--- config.mk ---
export PLATFORM = sky130hd
export DESIGN_NAME = gpio_in_cond_flat
export DESIGN_NICKNAME = d
export VERILOG_FILES = /design/src/rtl/gpio_in_cond_if.sv /design/src/rtl/gpio_in_cond.sv /design/src/flat_wrapper.sv
export SDC_FILE = /design/constraint.sdc
export NUM_CORES = 1
export LEC_CHECK = 0
export BUFFER_PORTS_ARGS = -buffer_cell sky130_fd_sc_hd__buf_2
export CAP_MARGIN = 20
export CORE_ASPECT_RATIO = 0.8
export CORE_MARGIN = 2
export CORE_UTILIZATION = 54
export CTS_CLUSTER_SIZE = 10
export DETAILED_ROUTE_END_ITERATION = 16
export PLACE_DENSITY_LB_ADDON = 0.25
export SYNTH_ARGS = -nofsm -noshare
export SYNTH_HDL_FRONTEND = slang
export SYNTH_SLANG_ARGS = --single-unit
--- constraint.sdc ---
create_clock -name hclk -period 1.7 [get_ports hclk]
set_input_delay 0.17 -clock hclk [delete_from_list [all_inputs] [get_ports hclk]]
set_output_delay 0.17 -clock hclk [all_outputs]
set_load 0.02 [all_outputs]
--- src/rtl/gpio_in_cond_if.sv ---
// GPIO input conditioner bundle: pad side inputs and conditioned outputs.
// Interrupt signals exist only when GPIO_IN_COND_IRQ_EN is defined.
interface gpio_in_cond_if #(
    parameter int unsigned WIDTH = 8
);
    logic [WIDTH-1:0] pad_i;
    logic [WIDTH-1:0] dbnc_en;
    logic [WIDTH-1:0] gpio_o;
    logic [WIDTH-1:0] rise_o;
    logic [WIDTH-1:0] fall_o;
`ifdef GPIO_IN_COND_IRQ_EN
    logic [WIDTH-1:0] irq_mask;
    logic [WIDTH-1:0] irq_clr;
    logic [WIDTH-1:0] irq_pend;
    logic             irq;

    modport master (
        output pad_i, dbnc_en, irq_mask, irq_clr,
        input  gpio_o, rise_o, fall_o, irq_pend, irq
    );
    modport slave (
        input  pad_i, dbnc_en, irq_mask, irq_clr,
        output gpio_o, rise_o, fall_o, irq_pend, irq
    );
`else
    modport master (
        output pad_i, dbnc_en,
        input  gpio_o, rise_o, fall_o
    );
    modport slave (
        input  pad_i, dbnc_en,
        output gpio_o, rise_o, fall_o
    );
`endif
endinterface

--- src/rtl/gpio_in_cond.sv ---
// Per-bit 2-FF synchronizer, debounce filter and edge pulses for GPIO pad inputs.
// Optional sticky interrupt logic is enabled by defining GPIO_IN_COND_IRQ_EN.
module gpio_in_cond #(
    parameter int unsigned      WIDTH           = 8,
    parameter int unsigned      DEBOUNCE_CYCLES = 45000,
    parameter logic [WIDTH-1:0] INIT            = '0
) (
    input logic           hclk,
    input logic           RESET,
    gpio_in_cond_if.slave bus
);
    localparam int unsigned CW = $clog2(DEBOUNCE_CYCLES + 1);
    localparam logic [CW-1:0] CntLast = CW'(DEBOUNCE_CYCLES - 1);

    logic [WIDTH-1:0] s1_q, s2_q;
    logic [WIDTH-1:0] stable_q, stable_d;
    logic [WIDTH-1:0] rise_q, rise_d;
    logic [WIDTH-1:0] fall_q, fall_d;
    logic [CW-1:0]    cnt_q [WIDTH];
    logic [CW-1:0]    cnt_d [WIDTH];

    // Counter only advances on a persistent mismatch; any agreement or bypass clears it.
    always_comb begin
        stable_d = stable_q;
        for (int i = 0; i < int'(WIDTH); i++) begin
            cnt_d[i] = '0;
            if (!bus.dbnc_en[i]) begin
                stable_d[i] = s2_q[i];
            end else if (s2_q[i] != stable_q[i]) begin
                if (cnt_q[i] == CntLast) begin
                    stable_d[i] = s2_q[i];
                end else begin
                    cnt_d[i] = cnt_q[i] + 1'b1;
                end
            end
        end
        rise_d = stable_d & ~stable_q;
        fall_d = ~stable_d & stable_q;
    end

    always_ff @(posedge hclk) begin
        if (RESET) begin
            s1_q     <= INIT;
            s2_q     <= INIT;
            stable_q <= INIT;
            rise_q   <= '0;
            fall_q   <= '0;
            cnt_q    <= '{default: '0};
        end else begin
            s1_q     <= bus.pad_i;
            s2_q     <= s1_q;
            stable_q <= stable_d;
            rise_q   <= rise_d;
            fall_q   <= fall_d;
            cnt_q    <= cnt_d;
        end
    end

    assign bus.gpio_o = stable_q;
    assign bus.rise_o = rise_q;
    assign bus.fall_o = fall_q;

`ifdef GPIO_IN_COND_IRQ_EN
    logic [WIDTH-1:0] pend_q, pend_d;

    // Set term is ORed last so a new edge wins over a same-cycle clear.
    always_comb begin
        pend_d = (pend_q & ~bus.irq_clr) | ((rise_q | fall_q) & bus.irq_mask);
    end

    always_ff @(posedge hclk) begin
        if (RESET) begin
            pend_q <= '0;
        end else begin
            pend_q <= pend_d;
        end
    end

    assign bus.irq_pend = pend_q;
    assign bus.irq      = |pend_q;
`endif
endmodule

--- src/flat_wrapper.sv ---
// flat-port wrapper written by rule: the top's interface ports become plain ports
module gpio_in_cond_flat 
#(
    parameter int unsigned      WIDTH           = 8,
    parameter int unsigned      DEBOUNCE_CYCLES = 45000,
    parameter logic [WIDTH-1:0] INIT            = '0
)
  (hclk, RESET, bus_pad_i, bus_dbnc_en, bus_gpio_o, bus_rise_o, bus_fall_o);
  gpio_in_cond_if #(.WIDTH(WIDTH)) bus_i ();
  input logic hclk;
  input logic RESET;
  input wire logic [$bits(bus_i.pad_i)-1:0] bus_pad_i;
  input wire logic [$bits(bus_i.dbnc_en)-1:0] bus_dbnc_en;
  output wire logic [$bits(bus_i.gpio_o)-1:0] bus_gpio_o;
  output wire logic [$bits(bus_i.rise_o)-1:0] bus_rise_o;
  output wire logic [$bits(bus_i.fall_o)-1:0] bus_fall_o;
  assign bus_i.pad_i = bus_pad_i;
  assign bus_i.dbnc_en = bus_dbnc_en;
  assign bus_gpio_o = bus_i.gpio_o;
  assign bus_rise_o = bus_i.rise_o;
  assign bus_fall_o = bus_i.fall_o;
  gpio_in_cond #(.WIDTH(WIDTH), .DEBOUNCE_CYCLES(DEBOUNCE_CYCLES), .INIT(INIT)) u_core (.hclk(hclk), .RESET(RESET), .bus(bus_i));
endmodule
* After elaboration in Yosys (flattened, before gate mapping) *
Index checks and enable logic that the tools add are counted.

word-level totals
  flip-flop bits (word level) = 168
  bits in latches = 0
  memory bits (writable) = 0
  memory bits (read-only) = 0
  input port bits = 18
  output and inout bits = 24
  logic and storage cells = 89
  memories kept = 0

operators by class
  $add $sub $neg = 8
  $mul = 0
  divide/modulo/power cells = 0
  $lt $le $gt $ge = 0
  equality and inequality tests = 16
  shifts and indexed selects = 0
  muxes and demuxes = 24
  bitwise gates (word level) = 20
  reductions and logical operators = 8

operators by type and width
  kind                                            count
  adder 16 x 1 -> 16 bit (second input constant)  8
  == test 16 bit (second input constant)          8
  OR reduction 4 bit                              8
  2-to-1 mux 1 bit                                24
  bitwise AND 8 bit                               2
  NOT 1 bit                                       16
  NOT 8 bit                                       2
  inequality test 1 bit                           8

* Longest topological paths before layout *
Gate-level depths: netlist of run 1.

  depth after elaboration = 6
  depth in mapped cells = 8
  gate-level depth less buffers = 5

* Worst setup path after synthesis of run 1 *
OpenSTA, ideal clock, no wires.

  path kind = register -> register
  start = register u_core.cnt_q[0] (netlist name)
  end = register u_core.cnt_q[13] (netlist name)
  library setup time = 0.115 ns
  arrival time = 1.733 ns
  data required time = 1.585 ns
  setup slack = -0.148 ns
  stages on the path, launching flop included = 9
  path buffers = 3
  period minus slack after synthesis = 1.848 ns
  cells stage by stage = dfxtp_1 -> ha_1 -> clkbuf_1 -> nand4bb_1 -> o41ai_2 -> or3_1 -> buf_4 -> buf_6 -> nor2_1

between the ends
  longest elaborated chain between the ends = 2
  elaborated cells on any way between the ends = 3
  classes of those cells = add/sub: 1; eq/ne: 1; reduce/logical: 1

RTL lines
  what                                                            line                text
  start, declared                                                 gpio_in_cond.sv:19  logic [CW-1:0] cnt_q [WIDTH];
  start signal, assigned                                          gpio_in_cond.sv:55  cnt_q <= cnt_d;
  branches (longest 2 deep; another with adder 16 x 1 -> 16 bit)  n/a

Parallel ways; which one is timed is not known.
A chain may end at the register's enable or synchronous reset.

* Worst setup path after layout of run 1 *
  start = register u_core.cnt_q[35] (netlist name)
  end = register u_core.cnt_q[35] (netlist name)

The elaborated chain is that of the path after synthesis.

==> flow_summary.toml, run 1 <==
[global_routing]
grt_max_degree = 26
grt_pass1_wl_um = 24810
gr-total-overflow = 0
grt_pass1_vias = 5528
grt_antenna_before_repair = 0
track_usage = 0.2153

[detailed_routing]
vias_per_cell = 5.316
dr_wl_met3_um = 395
routed_wl_um = 14510
dr_wl_met2_um = 7040
dr.pass1.iters = 8
drt_iter0_drc = 260
drc = 0
wl_met1_um = 6869
wire_per_inst_um = 13.48
highest-signal-layer = "met4"
num_vias = 5720
postRouteAntennaNets = 0

[timing]
finalHoldViolations = 0
skew_ps = 5.263
grt_setup_unrepaired = "true"
fin_ws_ps = -94.70
timing.final.crit_period_ps = 1795
setup_viol = 54
worstMarginPinSlew_ps = 555.8
timing.fmax_mhz = 557.2
timing.final.crit_share = 1.056
slew_headroom = 0.6295
slew_violations = 0

[synth]
synth_cell_types = 42
async_reset_ff_frac = 0
ys_seq_area_frac = 0.4791
synthesis.nets = 792
ys_ff_latch = 168
synthFlopType = "dfxtp_1"
ys_warn_count = 0
syn_area_um2 = 7020
synth_enable_flop_cells = 0
syn_avg_cell_area_um2 = 9.165
netlist_instances = 766

[power_and_ir_drop]
powerDensity_nw_per_um2 = 931.7
leakage_nw = 3.055
peakVddDrop_v = 0.0008000
power_w = 0.008330

[job]
maxCapViolCount = 0

[placement]
dpl_cell_area_um2 = 7975
hpwl_um = 9862
gp_congestion = 0.7830
placed_cells = 1034
place_ws_ps = -85.95
port_buffers = 41

[worst_setup_path]
arrival_ps = 2100
worstPathRequired_ps = 2000
start_kind = "register"
reg2reg_depth = 5
path_max_fanout = 15
critical_path_class = "reg -> reg"
r2r_end = "u_core.cnt_q[35]"
worstSetupEndpointType = "register"
rrSetupSlack_ps = -90
startpoint = "u_core.cnt_q[35]"
reg2reg_from = "u_core.cnt_q[35]"

[final_layout]
design_area_um2 = 8941
drive_above_1_share = 0.2275
instances_no_fill = 1076
antenna_cells = 0
fin_util = 0.6998
syn_to_final_growth_pct = 27.36
nNetsFinal = 914

[floorplan]
dieArea_um2 = 13930
ioPinCount = 42
die_h_um = 106.0
initial_core_util = 0.5495
fp.coreArea_um2 = 12780
die_w_um = 131.5
std_cell_rows = 37

[cts]
cts_tree = "built"
h-tree-depth = 4
cts_buffer_depth = 2
insertion_delay_ps = 420
root_buffer = "clkbuf_16"
clock-sinks = 168
clk_pin_slew_worst_paths_ps = 60
cts_made_buffers = 17

[worst_hold_path]
hold_path.class = "in -> reg"
min_path_cells = 4
hold_start = "bus_dbnc_en[1]"
whs_endpoint = "u_core.cnt_q[96]"

[status]
outcome = "complete, but fails checks"
failed_checks = "setup timing"
-- cell usage in the layout (no fill, tap or decap), types with 4 or more instances in the layout --
master,count
a21oi_1,20
and3_1,18
and4_1,4
buf_12,5
buf_2,41
buf_4,66
bufinv_16,4
clkbuf_16,18
clkbuf_8,4
dfxtp_1,154
dfxtp_2,14
dlygate4sd3_1,8
ha_1,5
inv_1,19
mux2i_1,8
nand2_1,30
nand2b_1,22
nand3_1,53
nand4_1,30
nor2_1,109
nor2_2,6
nor2_4,8
nor2b_1,16
nor3_1,30
nor3b_2,4
nor4_1,22
o21a_1,4
o21ai_0,8
o31ai_1,5
or3_1,15
or3_4,4
or4_1,6
xnor2_1,72
xor2_1,26
-- final cells by class --
type                            count  area [um2]
Inverter                           19       71.32
Fill cell                         980        3836
Tap cell                          175       219.0
Timing Repair Buffer              121       905.9
Clock buffer                       21       480.5
Clock inverter                     11       168.9
Sequential cell                   168        3381
Multi-Input combinational cell    561        3715
-- sequential cells by signal (all words and copies together) (netlist names) --
| signal | flops |
|---|---|
| u_core.bus.rise_o | 8 |
| u_core.cnt_q | 128 |
| u_core.bus.fall_o | 8 |
| u_core.s2_q | 8 |
| u_core.s1_q | 8 |
| u_core.bus.gpio_o | 8 |
-- report_power, final --
| group | switching (W) | internal, W | total, W | leakage, nW |
|---|---|---|---|---|
| clock network | 0.00150 | 0.00261 | 0.00412 | 0.319 |
| registers | 0.0000215 | 0.00397 | 0.00399 | 1.36 |
| logic | 0.000114 | 0.000110 | 0.000223 | 1.37 |
| total | 0.00164 | 0.00669 | 0.00833 | 3.06 |
-- through the flow --
step	setup TNS, ps	hold slack, ps
after global routing	-6391	138.0
final	-3098	145.8
after floorplan	-3960	298.2
after global placement	-1375	383.9
after detailed placement	-3018	389.3
after CTS	-2803	131.6
-- synth_stat cells, drive strengths merged, types with 2 or more instances --
cell	instances	area [um2]
nor4bb	2	20.02
nor3b	6	45.04
nand2	30	112.6
inv	19	71.32
mux2i	8	80.08
o31ai	5	37.54
and4	4	35.03
nor3	32	160.2
o41ai	4	57.56
a21oi	22	110.1
xnor2	72	630.6
o21a	4	30.03
or3b	2	17.52
and3	18	112.6
nor2b	16	100.1
ha	8	100.1
or4	7	56.30
dfxtp	168	3363
nor2	123	461.7
a31o	3	26.28
or3	19	123.9
clkbuf	9	33.78
buf	9	80.07
xor2	26	227.7
nor4	23	143.9
nand3	53	265.3
o211ai	4	40.03
nand2b	23	143.9
nand4	30	187.7
or4b	4	40.04
o21ai	8	40.04
-- kinds of logic (layout without fill, tap and decap cells) --
group | after synthesis | in the layout | synth area share
AND/OR/NAND/NOR | 395 | 395 | 0.2930
flip-flops | 168 | 168 | 0.4791
XOR/XNOR | 98 | 98 | 0.1223
AO/OA/AOI/OAI | 52 | 52 | 0.05365
buffers and inverters | 37 | 172 | 0.02638
adder cells (fa/ha/maj) | 8 | 8 | 0.01426
multiplexers | 8 | 8 | 0.01141
-- worst max-delay path: stages, from the launching register on --
cell      delay (ps)
dfxtp_2          320
or4b_1           500
or4_4            440
o211ai_4         200
buf_12           160
nor2_1            60
-- worst max-delay path by stage --
stage	slack (ps)	endpoint	depth (start not counted)
5_1_grt	-150	u_core.cnt_q[25]	5
4_1_cts	-100	u_core.cnt_q[25]	5
6_report	-90	u_core.cnt_q[35]	5
3_3_place_gp	-50	u_core.cnt_q[35]	5
3_5_place_dp	-90	u_core.cnt_q[35]	5
2_1_floorplan	-110	u_core.cnt_q[112]	7
-- per-layer routing --
layer	track usage	up-vias
li1	-	2907
met1	0.2759	2731
met2	0.3515	66
met3	0.05055	16
met4	0.09006	0
met5	0	-
-- repair_timing --
item | in CTS | in global routing
endpoints found under the hold margin | 8 | 0
resized for setup | 8 | 42
pin swaps | 6 | 8
setup buffers | 0 | 1
endpoints found under the setup margin | 76 | 98
hold buffers | 8 | 0
gates cloned | 0 | 1
Note: power is estimated with default switching activity, not from simulation.
==> run 2: changes to the inputs <==
- CORE_UTILIZATION: 54 -> 60
- SKIP_CTS_REPAIR_TIMING: not set -> 1
- clock period: 1.7 -> 2.27 ns (I/O delays scaled with it)
==> run 2 against run 1 <==
Effect of this change:
- the run now ends clean
- final area shrank 10%
- via count shrank 3.4%
- clock-buffer cell count shrank 1
- non-clock buffer count shrank 65
- sequential power shrank 25%
- sequential share of layout area grew 4.2 points
- core utilization shrank 0.18 points
- setup slack gained 360 ps
- global-route usage grew 1.1 points
- maximum frequency shrank 11%
- critical endpoint is now u_core.cnt_q[46]
- largest power group is now registers
- highest routed layer unchanged
==> flow_summary.toml, run 2 (same netlist as run 1, synthesis figures left out) <==
[detailed_routing]
drc = 0
num_vias = 5527
wire_per_inst_um = 13.95
drt_iter0_drc = 374
postRouteAntennaNets = 0
dr.pass1.iters = 5
vias_per_cell = 5.617
routed_wl_um = 13720

[worst_setup_path]
arrival_ps = 2300
path_cells = "ha_1 > nand4_1 > or4_4 > o211ai_2 > buf_4 > a21oi_1"
critical_path_class = "reg -> reg"
worstPathRequired_ps = 2570
rrSetupSlack_ps = 260
path_max_fanout = 11
crit_path_max_incr_delay_ps = 530
critPathBufInv = 1
start_kind = "register"
worstSetupEndpointType = "register"
cp_top_family = "simple AND/OR/NAND/NOR gates"
slowest_stage = "or4_4"

[cts]
cts_tree = "built"
cts_buffer_depth = 2
h-tree-depth = 4
cts_made_buffers = 17
insertion_delay_ps = 420
root_buffer = "clkbuf_16"
clk_pin_slew_worst_paths_ps = 60
clock-sinks = 168

[placement]
dpl_cell_area_um2 = 7410
gp_congestion = 0.8083
port_buffers = 41
placed_cells = 952
hpwl_um = 9361

[final_layout]
drive_above_1_share = 0.1184
syn_to_final_growth_pct = 14.06
largest_reg_flops = 128
most-common-layout-cells = "168 x dfxtp_1, 123 x nor2_1, 72 x xnor2_1"
top_register = "u_core.cnt_q"
final_common_cell = "dfxtp_1"
nNetsFinal = 849
design_area_um2 = 8008
antenna_cells = 0
instances_no_fill = 984

[global_routing]
grt_pass1_vias = 5343
grt_pass1_wl_um = 23870
track_usage = 0.2266
grt_max_degree = 31
gr-total-overflow = 0
grt_antenna_before_repair = 0

[floorplan]
die_h_um = 100.8
fp.coreArea_um2 = 11470
std_cell_rows = 35
dieArea_um2 = 12590
die_w_um = 124.9
initial_core_util = 0.6119
ioPinCount = 42

[timing]
timing.final.crit_share = 0.8845
skew_ps = 9.435
whs_ps = 21.72
setup_tns_ps = 0
slew_violations = 0
finalHoldViolations = 0
timing.fmax_mhz = 498.0
grt_setup_unrepaired = "false"
setup_viol = 0
slew_headroom = 0.6236
timing.final.crit_period_ps = 2008
worstMarginPinSlew_ps = 564.6

[power_and_ir_drop]
powerDensity_nw_per_um2 = 754.5
peakVddDrop_v = 0.0007870
leakage_nw = 2.576

[worst_hold_path]
hold_path.class = "in -> reg"

[status]
outcome = "finished clean"

[job]
maxCapViolCount = 0
[run 2: changes by cell type in the layout (fill, tap and decap cells not counted), moves of 4 or more]
cell,before,now
buf_4,66,15
dfxtp_1,154,168
dfxtp_2,14,0
nor2_1,109,123
dlygate4sd3_1,8,0
nor2_4,8,0
nor2_2,6,0
buf_12,5,0
nor3b_1,2,6
nor3b_2,4,0
[run 2: per-stage QoR]
| step | power (W) | util | setup WS [ps] |
|---|---|---|---|
| after global placement | 0.003172 | 0.6458 | 367.3 |
| after CTS | 0.006074 | 0.6979 | 270.4 |
| after floorplan | 0.003132 | - | 422.0 |
| after global routing | 0.006210 | 0.6979 | 115.9 |
| final | 0.006042 | 0.6979 | 262.2 |
| after detailed placement | 0.003177 | 0.6458 | 279.2 |
[run 2: cell type report]
type	count	area [um2]
clock buffers	20	446.7
clock inverters	12	151.4
fillers	866	3466
inverters	19	71.32
multi-input cells	561	3472
flip-flops and latches	168	3363
well taps	148	185.2
repair buffers	56	317.8
[run 2: power by group]
| part | switching (W) | internal [W] |
|---|---|---|
| combinational | 0.0000700 | 0.0000545 |
| clock | 0.00117 | 0.00176 |
| sequential | 0.0000149 | 0.00297 |
[run 2: path summary, 6_finish.rpt]
| kind | depth (start not counted) | end | start |
|---|---|---|---|
| setup / recovery | 6 | u_core.cnt_q[46] | u_core.cnt_q[32] |
| hold / removal | 2 | u_core.s1_q[3] | bus_pad_i[3] |
| setup reg to reg | 6 | u_core.cnt_q[46] | u_core.cnt_q[32] |
| hold reg to reg | 1 | u_core.s2_q[5] | u_core.s1_q[5] |
[run 2: per-layer routing]
metal / GRT usage / part of all wire
met5: 0 / 0
met4: 0.07607 / 0.014
met3: 0.05255 / 0.042
met2: 0.3918 / 0.47
met1: 0.2834 / 0.47
==> run 3: changes to the inputs <==
- GPL_TIMING_DRIVEN: not set -> 0
==> run 3 against run 2 <==
Effect of this change:
- maximum frequency shrank 4.9%
- critical path type unchanged
- highest routed layer unchanged
- largest cell class unchanged
- combinational power is 6% higher
- register-to-register slack lost 100 ps
- via count increased by 2.0%
- wire length up 1.5%
- worst hold slack lost 8.0 ps
- critical path depth is 1 lower
- final area is essentially flat
- non-clock buffer count up 2
==> flow_summary.toml, run 3 (same netlist as run 1, synthesis figures left out) <==
[final_layout]
seqCellArea_um2 = 3363
most-common-layout-cells = "168 x dfxtp_1, 123 x nor2_1, 72 x xnor2_1"
syn_to_final_growth_pct = 14.12
largest_reg_flops = 128
antenna_cells = 0
instances_no_fill = 986
nFillCells = 854
nNetsFinal = 851
fin_util = 0.6983
top_register = "u_core.cnt_q"
drive_above_1_share = 0.1134
final_common_cell = "dfxtp_1"
multiInputGateArea_um2 = 3483

[timing]
timing.final.crit_share = 0.9296
slew_violations = 0
grt_setup_unrepaired = "false"
setup_tns_ps = 0
worstMarginPinSlew_ps = 619.7
setup_viol = 0
timing.final.crit_period_ps = 2110
slew_headroom = 0.5869
finalHoldViolations = 0
timing.fmax_mhz = 473.9
skew_ps = 6.844
fin_ws_ps = 159.7

[placement]
hpwl_um = 9733
placed_cells = 955
port_buffers = 41
place_ws_ps = 35.52
gp_congestion = 0.8573

[worst_setup_path]
worstPathRequired_ps = 2570
worstSetupEndpointType = "register"
arrival_ps = 2410
slowest_stage = "o211ai_1"
reg2reg_from = "u_core.cnt_q[80]"
start_kind = "register"
crit_path_max_incr_delay_ps = 480
path_max_fanout = 10
critPathBufInv = 1
cp_top_family = "compound AO/OA/AOI/OAI gates"
startpoint = "u_core.cnt_q[80]"
critical_path_class = "reg -> reg"
path_cells = "ha_1 > nand4_1 > o211ai_1 > clkbuf_1 > nor2_1"

[power_and_ir_drop]
powerDensity_nw_per_um2 = 750.1
power_w = 0.006009
leakage_nw = 2.567
peakVddDrop_v = 0.0005633

[detailed_routing]
routed_wl_um = 13930
drc = 0
wire_per_inst_um = 14.13
num_vias = 5636
dr.pass1.iters = 5
postRouteAntennaNets = 0
vias_per_cell = 5.716
drt_iter0_drc = 364

[cts]
cts_buffer_depth = 2
cts_tree = "built"
h-tree-depth = 4
clk_pin_slew_worst_paths_ps = 70
clock-sinks = 168
cts_made_buffers = 17
root_buffer = "clkbuf_16"
insertion_delay_ps = 430

[global_routing]
grt.busiest_layer = "met2"
gr-total-overflow = 0
grt_max_degree = 17
grt_pass1_wl_um = 23640
grt_antenna_before_repair = 0
met3_usage = 0.04883
grtUsageMet1 = 0.2964
track_usage = 0.2296
grt_pass1_vias = 5206
met2_usage = 0.3779

[worst_hold_path]
hold_path.class = "in -> reg"
hold_start = "bus_pad_i[7]"

[status]
outcome = "finished clean"

[floorplan]
ioPinCount = 42
dieArea_um2 = 12590
die_w_um = 124.9
fp.coreArea_um2 = 11470
std_cell_rows = 35
initial_core_util = 0.6119
die_h_um = 100.8

[job]
maxCapViolCount = 0
[run 3: cell count changes in the layout (fill, tap and decap cells not counted), sizes merged]
| cell | delta |
|---|---|
| buf | -6 |
| clkbuf | +5 |
| clkinvlp | +2 |
| clkinv | -3 |
| bufinv | -1 |
| inv | +5 |
[run 3: through the flow]
stage	hold slack [ps]	area [um2]
5_1_grt	10.61	8011
4_1_cts	8.122	8004
2_1_floorplan	355.2	7020
3_5_place_dp	427.7	7411
3_3_place_gp	416.9	7411
6_report	13.72	8011
[run 3: layer usage]
layer / part of all wire / routed length, um
met5: 0 / 0
met4: 0.018 / 250
met3: 0.048 / 665
met2: 0.47 / 6538
met1: 0.46 / 6479
[run 3: power by group]
part | switching (W) | internal [W] | total (W)
combinational | 0.0000773 | 0.0000562 | 0.000133
sequential | 0.0000157 | 0.00297 | 0.00299
clock | 0.00125 | 0.00164 | 0.00289
total | 0.00134 | 0.00467 | 0.00601
[run 3: path summary, 6_finish.rpt]
kind	to	slack, ps	cells after the start
max	u_core.cnt_q[87]	160	5
min	u_core.s1_q[7]	10	2
max reg2reg	u_core.cnt_q[87]	160	5
min reg2reg	u_core.cnt_q[64]	440	1
[run 3: final cells by class]
cell class	instances	area share
Buffer	17	0.01374
Clock buffer	17	0.05310
Clock inverter	15	0.02093
Inverter	19	0.008902
Multi-Input combinational cell	561	0.4348
Sequential cell	168	0.4198
Tap cell	148	0.02311
Timing Repair Buffer	41	0.02561
